$ cat src/rtl/ce_pkg.sv
// ce_pkg: definitions shared by the CE datapath blocks (ce_window_gen, CE_net).
//   ce_kernel_legal(k) : 1 when k is a supported window size (1, 3, 5, 7)
//   ce_k2(k)           : number of window elements per channel (k*k)
package ce_pkg;

    localparam int CE_KERNEL_MAX = 7;

    function automatic bit ce_kernel_legal(input int kernel);
        return (kernel == 1) || (kernel == 3) || (kernel == 5) || (kernel == 7);
    endfunction

    function automatic int ce_k2(input int kernel);
        return kernel * kernel;
    endfunction

endpackage

$ cat src/rtl/ce_line_buf.sv
// ce_line_buf: DEPTH-entry delay line that advances only when en is high.
//   clk, rst : clock, asynchronous active-high reset (clears the pointer only)
//   en       : advance; din is written and the oldest entry retires
//   din      : WIDTH-bit sample in
//   dout     : sample written DEPTH enables ago (the entry about to be overwritten)
module ce_line_buf #(
    parameter int DEPTH = 8,
    parameter int WIDTH = 4
) (
    input  logic             clk,
    input  logic             rst,
    input  logic             en,
    input  logic [WIDTH-1:0] din,
    output logic [WIDTH-1:0] dout
);

    localparam int PW = (DEPTH > 1) ? $clog2(DEPTH) : 1;

    logic [WIDTH-1:0] mem_q [DEPTH];
    logic [PW-1:0]    ptr_q;
    logic [PW-1:0]    ptr_d;

    always_comb begin
        ptr_d = ptr_q;
        if (en) begin
            ptr_d = (int'(ptr_q) == DEPTH - 1) ? '0 : ptr_q + 1'b1;
        end
    end

    always_ff @(posedge clk or posedge rst) begin
        if (rst) begin
            ptr_q <= '0;
        end else begin
            ptr_q <= ptr_d;
        end
    end

    // Storage is deliberately not reset: stale entries are always overwritten
    // before the window logic can expose them.
    always_ff @(posedge clk) begin
        if (en) begin
            mem_q[ptr_q] <= din;
        end
    end

    assign dout = mem_q[ptr_q];

endmodule

$ cat src/rtl/ce_window_gen.sv
// ce_window_gen: sliding KERNEL x KERNEL window generator over a raster pixel
// stream, emitting only fully-inside (unpadded) windows.
//   clk, rst   : clock, asynchronous active-high reset
//   sof        : start of frame; the pixel accepted with it (or the next one) is (0,0)
//   din        : one pixel, channel c at din[c*N +: N]
//   din_valid  : din accepted this cycle (no back-pressure)
//   data2conv  : window, element (c,r,x) at bit offset (c*K2 + r*KERNEL + x)*N
//   en_out     : data2conv valid, one cycle after the bottom-right pixel is accepted
//   eof_out    : with en_out, marks the last window of the frame
module ce_window_gen
    import ce_pkg::*;
#(
    parameter int CL_IN  = 1,
    parameter int KERNEL = 3,
    parameter int N      = 4,
    parameter int IMG_W  = 8,
    parameter int IMG_H  = 8
) (
    input  logic                             clk,
    input  logic                             rst,
    input  logic                             sof,
    input  logic [CL_IN*N-1:0]               din,
    input  logic                             din_valid,
    output logic [CL_IN*KERNEL*KERNEL*N-1:0] data2conv,
    output logic                             en_out,
    output logic                             eof_out
);

    localparam int K2 = ce_k2(KERNEL);
    localparam int PW = CL_IN * N;
    localparam int WW = CL_IN * K2 * N;
    localparam int CW = $clog2(IMG_W + 1);
    localparam int RW = $clog2(IMG_H + 1);

    if (!ce_kernel_legal(KERNEL)) begin : g_bad_kernel
        $error("ce_window_gen: KERNEL must be 1, 3, 5 or 7");
    end
    if (IMG_W < KERNEL || IMG_H < KERNEL) begin : g_bad_frame
        $error("ce_window_gen: frame smaller than KERNEL");
    end

    logic [CW-1:0] col_q, col_d, cur_col;
    logic [RW-1:0] row_q, row_d, cur_row;
    logic          sof_pend_q, sof_pend_d;
    logic          restart;
    logic [WW-1:0] win_q, win_d;
    logic [WW-1:0] data_q, data_d;
    logic          en_q, en_d;
    logic          eof_q, eof_d;

    // tap[0] is the incoming pixel; tap[j] is the same column j lines earlier.
    logic [PW-1:0] tap [KERNEL];

    assign tap[0] = din;

    for (genvar j = 0; j < KERNEL - 1; j++) begin : g_lb
        ce_line_buf #(
            .DEPTH (IMG_W),
            .WIDTH (PW)
        ) u_line_buf (
            .clk  (clk),
            .rst  (rst),
            .en   (din_valid),
            .din  (tap[j]),
            .dout (tap[j+1])
        );
    end

    // Position of the pixel being accepted; a pending or present sof overrides it.
    always_comb begin
        restart    = din_valid && (sof || sof_pend_q);
        cur_col    = restart ? '0 : col_q;
        cur_row    = restart ? '0 : row_q;
        col_d      = col_q;
        row_d      = row_q;
        sof_pend_d = sof_pend_q;
        if (din_valid) begin
            sof_pend_d = 1'b0;
            if (int'(cur_col) == IMG_W - 1) begin
                col_d = '0;
                row_d = (int'(cur_row) == IMG_H - 1) ? '0 : cur_row + 1'b1;
            end else begin
                col_d = cur_col + 1'b1;
                row_d = cur_row;
            end
        end else if (sof) begin
            sof_pend_d = 1'b1;
        end
    end

    // Shift each window row left and load the new rightmost column: row r comes
    // from the tap that is KERNEL-1-r lines old, so the bottom row is din itself.
    always_comb begin
        win_d = win_q;
        if (din_valid) begin
            for (int c = 0; c < CL_IN; c++) begin
                for (int r = 0; r < KERNEL; r++) begin
                    for (int x = 0; x < KERNEL; x++) begin
                        if (x < KERNEL - 1) begin
                            win_d[(c*K2 + r*KERNEL + x)*N +: N] = win_q[(c*K2 + r*KERNEL + x + 1)*N +: N];
                        end else begin
                            win_d[(c*K2 + r*KERNEL + x)*N +: N] = tap[KERNEL-1-r][c*N +: N];
                        end
                    end
                end
            end
        end
    end

    always_comb begin
        en_d   = din_valid && (int'(cur_row) >= KERNEL - 1) && (int'(cur_col) >= KERNEL - 1);
        eof_d  = en_d && (int'(cur_row) == IMG_H - 1) && (int'(cur_col) == IMG_W - 1);
        data_d = en_d ? win_d : data_q;
    end

    always_ff @(posedge clk or posedge rst) begin
        if (rst) begin
            col_q      <= '0;
            row_q      <= '0;
            sof_pend_q <= 1'b0;
            en_q       <= 1'b0;
            eof_q      <= 1'b0;
            data_q     <= '0;
        end else begin
            col_q      <= col_d;
            row_q      <= row_d;
            sof_pend_q <= sof_pend_d;
            en_q       <= en_d;
            eof_q      <= eof_d;
            data_q     <= data_d;
        end
    end

    // The window itself needs no reset: every column is reloaded before a
    // qualifying pixel can publish it.
    always_ff @(posedge clk) begin
        win_q <= win_d;
    end

    assign data2conv = data_q;
    assign en_out    = en_q;
    assign eof_out   = eof_q;

endmodule

$ cat config.mk
export PLATFORM = sky130hd
export DESIGN_NAME = ce_window_gen
export DESIGN_NICKNAME = d
export VERILOG_FILES = /design/src/rtl/ce_pkg.sv /design/src/rtl/ce_line_buf.sv /design/src/rtl/ce_window_gen.sv
export SDC_FILE = /design/constraint.sdc
export NUM_CORES = 1
export LEC_CHECK = 0
export CAP_MARGIN = 20
export CORE_MARGIN = 3
export CORE_UTILIZATION = 40
export CTS_CLUSTER_SIZE = 20
export DETAILED_ROUTE_END_ITERATION = 10
export PLACE_DENSITY = 0.64
export SETUP_SLACK_MARGIN = 0.5
export SYNTH_ARGS = -nofsm -noshare
export SYNTH_HDL_FRONTEND = slang
export SYNTH_HIERARCHICAL = 1
export SYNTH_SLANG_ARGS = --single-unit
$ cat constraint.sdc
create_clock -name clk -period 2.5 [get_ports clk]
set_clock_uncertainty 0.15 [all_clocks]
set_input_delay 0.5 -clock clk [delete_from_list [all_inputs] [get_ports clk]]
set_output_delay 0.5 -clock clk [all_outputs]
set_load 0.005 [all_outputs]
==> results of run 1 <==
[power groups by stage]
stage / registers, mW / logic, mW / clock network, mW
after detailed placement: 3.58 / 1.77 / 0
final: 3.54 / 1.80 / 2.63
after CTS: 3.54 / 1.80 / 2.69
after global routing: 3.60 / 1.98 / 2.80
after global placement: 3.55 / 1.72 / 0
after floorplan: 3.40 / 1.28 / 0
[state kept, by name, indices dropped and copies added, names as in the netlist]
register and count:
en_out 1, data2conv 36, row_q 4, g_lb.u_line_buf/ptr_q 6, col_q 4, win_q 36, sof_pend_q 1, g_lb.u_line_buf/mem_q 64
eof_out 1
[layout make-up]
type	instances	area [sq um]
Timing Repair Buffer	95	975
Sequential cell	153	3980
Clock inverter	10	129
Clock buffer	22	497
Multi-Input combinational cell	220	2160
Tap cell	184	230
Fill cell	1139	6810
Inverter	9	33.8
[through the flow]
stage	hold slack (ns)	cell area, sq um	TNS [ns]	cells	total power, mW
finish	0.201	8000	0	693	7.97
global route	0.211	8000	0	693	8.38
CTS	0.197	7860	0	688	8.03
detailed placement	0.313	7050	-8.18	646	5.35
global placement	0.308	7050	-6.19	646	5.27
floorplan	0.104	6220	0	401	4.68
[Yosys cell counts, drive strengths merged (2+ instances only)]
library cell,number,share of area
a211o,3,0.0043
a211oi,5,0.0061
a21boi,4,0.0049
a21oi,3,0.0024
a22o,2,0.0029
a22oi,2,0.0024
a31oi,2,0.0020
and2,2,0.0020
buf,19,0.021
dfrtp,53,0.22
dfxtp,36,0.12
edfxtp,64,0.31
ha,8,0.016
inv,9,0.0055
mux2,78,0.16
mux2i,17,0.028
mux4,3,0.012
nand2,21,0.013
nand2b,9,0.0092
nand4b,3,0.0043
nor2,20,0.013
nor3,7,0.0057
nor3b,2,0.0024
o21ai,6,0.0049
o32ai,3,0.0043
o41ai,2,0.0041
or3,3,0.0031
xor2,2,0.0029
[layer usage]
metal,routed length [um],track usage,up-vias
met3,420,0.0377,22
met4,261,0.0636,0
met2,6330,0.255,85
li1,-,-,1675
met1,5470,0.198,1783
met5,0,0,-
[final timing paths]
kind / from / end / slack, ns
max reg2reg: sof_pend_q$_DFFE_PP0P_ / data2conv[15]$_DFFE_PP0P_ / 0.28
min: rst / g_lb[1].u_line_buf/ptr_q[2]$_DFFE_PP0P_ / 0.20
max in group asynchronous: rst / data2conv[10]$_DFFE_PP0P_ / 1.36
min reg2reg: win_q[24]$_DFF_P_ / win_q[24]$_DFF_P_ / 0.33
min in group clk: win_q[24]$_DFF_P_ / win_q[24]$_DFF_P_ / 0.33
max: sof_pend_q$_DFFE_PP0P_ / data2conv[15]$_DFFE_PP0P_ / 0.28
[kinds of logic after synthesis]
logic type,Yosys count,share of synthesized area
buffers and inverters,28,0.0261
AO/OA/AOI/OAI,38,0.0474
adder cells (fa/ha/maj),8,0.0163
flip-flops,153,0.646
multiplexers,98,0.200
XOR/XNOR,3,0.00428
AND/OR/NAND/NOR,73,0.0598
[repair_timing]
action	4_1_cts	5_1_grt
setup endpoints to repair	44	56
pin swaps	5	2
gates resized for setup	19	21
hold buffers	0	0
buffers inserted	8	3
cloned	2	2
==> results_dict.tcl, run 1 <==
set metrics [dict create \
    crit_arrival_ns 2.37 \
    dieArea_sq_um 16900 \
    p_int_mw 5.73 \
    yosysSeqAreaShare 0.646 \
    fmax_ghz 0.451 \
    grt_pass1_vias 3737 \
    die_h_um 130 \
    start_kind "flop" \
    fin_crit_ns 2.22 \
    finalHoldViolCount 0 \
    avgSynthCellArea_sq_um 15.3 \
    yosys_warnings 6 \
    utilization 0.540 \
    die_w_um 130 \
    comb_power_share 0.226 \
    place.gp.congestion 0.855 \
    synth_nets 417 \
    cp_slowest_cell "dfrtp_2" \
    drive_gt1_frac 0.363 \
    root_buffer "clkbuf_16" \
    io_buffers 45 \
    hpwl_mm 8.23 \
    dp_slack_ns -0.264 \
    diodes 0 \
    cts_buffers 17 \
    required_ns 2.65 \
    final_cell_mix "edfxtp_1, dfrtp_1, mux2_2" \
    rsz0062_at_grt "yes" \
    grt_use_total 0.155 \
    drt-initial-drc-count 181 \
    fin_crit_sh 0.888 \
    swShare 0.281 \
    cellLeakagePower_nw 3.31 \
    slew_headroom 0.640 \
    synth_area_sq_um 6150 \
    synth-main-ff-cell "edfxtp_1" \
    io-pin-count 46 \
    finalSetupViolations 0 \
    crit_fanout 7 \
    cts_max_path_buffers 2 \
    ir_drop_mv 0.482 \
    outcome "finished, final reports clean" \
    finalMaxSlewViolations 0 \
    layout_commonest_cell "edfxtp_1" \
    drv_cap 0 \
    area_growth_syn_to_layout_pct 30.2 \
    clkSinkCount 153 \
    synth_cell_types 47 \
    wl_mm 12.5 \
    p_sw_mw 2.24 \
    tightest_slew_ns 0.538 \
    power.density_nw_per_um2 996 \
    async_reset_ff_frac 0.346 \
    r2r_cells 9 \
    vias_per_cell 5.14 \
    worstHoldPathType "in2async" \
    path_class "reg2reg" \
    cts_tree "built" \
    p_clk_frac 0.330 \
    crit_family "flip-flops" \
    grt_overflow 0 \
    core_sq_um 14800 \
    grt_antenna_before_repair 0 \
    drc 0 \
    seq_power_share 0.444 \
    drt.antenna.violating_nets 0 \
    cp_num_buf_inv 2 \
    initial_core_util 0.415 \
    netlist_instances 401 \
    post_drt_wl_per_cell_um 18.0 \
    via_count 3565 \
    layout_setup_ws_ns 0.281 \
    rows 44 \
    path_cells "o21ai_4, and2_4, ha_4, o21bai_4, a2bb2oi_4, nor2_4, buf_6, clkbuf_16, mux2_4" \
    grt_max_degree 33 \
    grt_pass1_wl_mm 19.8 \
    clk_pin_slew_ns 0.06 \
    synth_edf_count 64 \
    end_kind "flop" \
    crit_cells 9 \
    insertion_delay_ns 0.41 \
    max_stage_delay_ns 0.42 \
    synth_seq_cells 153 \
    htreeDepth 4 \
    nets 512 \
    dr.pass1.iters 4 \
]
No activity file was read; power rests on OpenSTA's default activity.
==> run 2, diff against run 1 <==
CAP_MARGIN = 30   (was 20)
GPL_TIMING_DRIVEN = 0   (was default)
==> results_dict.tcl, run 2 (synthesized netlist as in run 1, its figures left out) <==
set metrics [dict create \
    fin_crit_sh 0.899 \
    worstHoldPathType "in2async" \
    final_cell_mix "edfxtp_1, dfrtp_1, mux2_2" \
    cellLeakagePower_nw 3.24 \
    holdBufCountCts 0 \
    grt_max_degree 35 \
    root_buffer "clkbuf_16" \
    grt_antenna_before_repair 0 \
    rows 44 \
    post_drt_wl_per_cell_um 17.9 \
    top_register "g_lb.u_line_buf/mem_q" \
    io_buffers 45 \
    dp.cells 631 \
    r2r_setup_slack_ns 0.25 \
    insertion_delay_ns 0.41 \
    drt-initial-drc-count 241 \
    dr.pass1.iters 5 \
    outcome "finished, final reports clean" \
    clk_pin_slew_ns 0.06 \
    utilization 0.532 \
    vias_per_cell 5.12 \
    area_growth_syn_to_layout_pct 28.1 \
    wl_mm 12.3 \
    grt_pass1_vias 3724 \
    grt_pass1_wl_mm 19.5 \
    seq_area_sq_um 3970 \
    cts_buffers 17 \
    drive_gt1_frac 0.361 \
    clkSinkCount 153 \
    rsz0062_at_grt "yes" \
    htreeDepth 4 \
    instances_no_fill 686 \
    die_h_um 130 \
    crit_fanout 10 \
    cts_tree "built" \
    via_count 3509 \
    fin_hold_ws_ns 0.198 \
    r2r_cells 9 \
    place.gp.congestion 0.829 \
    grt_use_total 0.153 \
    finalHoldViolCount 0 \
    die_w_um 130 \
    end_kind "flop" \
    grt_overflow 0 \
    finalMaxSlewViolations 0 \
    power_mw 7.86 \
    cts_max_path_buffers 2 \
    rr_startpoint "sof_pend_q$_DFFE_PP0P_" \
    hpwl_mm 7.96 \
    power.density_nw_per_um2 997 \
    fmax_ghz 0.445 \
    crit_arrival_ns 2.39 \
    nets 505 \
    reg2reg_to "data2conv[9]$_DFFE_PP0P_" \
    finalSetupViolations 0 \
    layout_commonest_cell "edfxtp_1" \
    ir_drop_mv 0.617 \
    tightest_slew_ns 0.677 \
    worstSetupStartpoint "sof_pend_q$_DFFE_PP0P_" \
    drt.antenna.violating_nets 0 \
    required_ns 2.65 \
    initial_core_util 0.415 \
    dieArea_sq_um 16900 \
    multi_input_area_sq_um 2200 \
    start_kind "flop" \
    largest_reg_flops 64 \
    core_sq_um 14800 \
    fin_crit_ns 2.25 \
    path_class "reg2reg" \
    slew_headroom 0.545 \
    drv_cap 0 \
    drc 0 \
    fillers 1170 \
    io-pin-count 46 \
    diodes 0 \
    critPathCapture "data2conv[9]$_DFFE_PP0P_" \
]
==> run 2: cell types whose count changed in the layout (fill, tap and decap cells not counted), sizes merged <==
cell,before,now
dlygate4sd2,1,0
clkinv,3,4
bufinv,2,0
clkbuf,24,27
clkdlybuf4s15,0,1
buf,49,43
inv,13,10
==> run 2: cell type report <==
type                       instances  area share
clock buffer                      26      0.0675
clock inverter                     6     0.00429
inverter                           9     0.00429
tap                              184      0.0292
multi-input combinational        220       0.279
timing repair buffer              69      0.0885
buffer                            19      0.0227
sequential                       153       0.504
==> run 2: how the worst min path moves through the flow <==
stage	startpoint	end	slack, ns	cells after the start
after floorplan	rst	g_lb[0].u_line_buf/ptr_q[0]$_DFFE_PP0P_	0.10	1
after global placement	win_q[26]$_DFF_P_	win_q[26]$_DFF_P_	0.31	1
after detailed placement	win_q[27]$_DFF_P_	win_q[27]$_DFF_P_	0.31	1
after CTS	rst	g_lb[0].u_line_buf/ptr_q[2]$_DFFE_PP0P_	0.19	2
after global routing	rst	g_lb[1].u_line_buf/ptr_q[1]$_DFFE_PP0P_	0.22	2
final	rst	g_lb[0].u_line_buf/ptr_q[2]$_DFFE_PP0P_	0.20	2
==> run 2: power breakdown <==
part | total [mW] | leakage, nW | internal, mW | switching (mW)
Sequential | 3.42 | 1.60 | 3.23 | 0.190
Combinational | 2.03 | 1.35 | 0.917 | 1.11
Clock | 2.41 | 0.281 | 1.46 | 0.947
==> run 2: per-stage QoR <==
stage               setup TNS (ns)  instance area, sq um  setup slack, ns
global placement            -78.65                  6900            -1.15
global route                     0                  7880            0.192
detailed placement          -60.85                  6920            -1.18
floorplan                        0                  6220           0.0888
CTS                              0                  7740            0.318
finish                           0                  7880            0.252
==> run 2: what timing repair did <==
item,4_1_cts,5_1_grt
setup endpoints to repair,156,64
resized for setup,37,17
setup buffers,12,9
pin swaps,8,7
gates cloned,2,0
==> run 2: layer usage <==
layer	track usage	vias up	part of all wire
met1	0.190	1759	0.45
li1	-	1654	-
met2	0.250	77	0.51
met5	0	-	0
met4	0.0605	0	0.014
met3	0.0475	19	0.034
==> run 2: critical path, cell delays in order (launching register included) <==
cell	delay, ns
dfrtp_2	0.42
o21ai_4	0.22
nand2_2	0.12
ha_4	0.18
o21bai_4	0.18
a2bb2oi_4	0.19
nor2_4	0.05
buf_12	0.16
buf_12	0.15
mux2_4	0.30
==> run 3, diff against run 2 <==
ABC_CLOCK_PERIOD_IN_PS = 2500   (was default)
==> results of run 3 <==
Same layout as run 2: the final DEF is identical, and so are final timing and power.
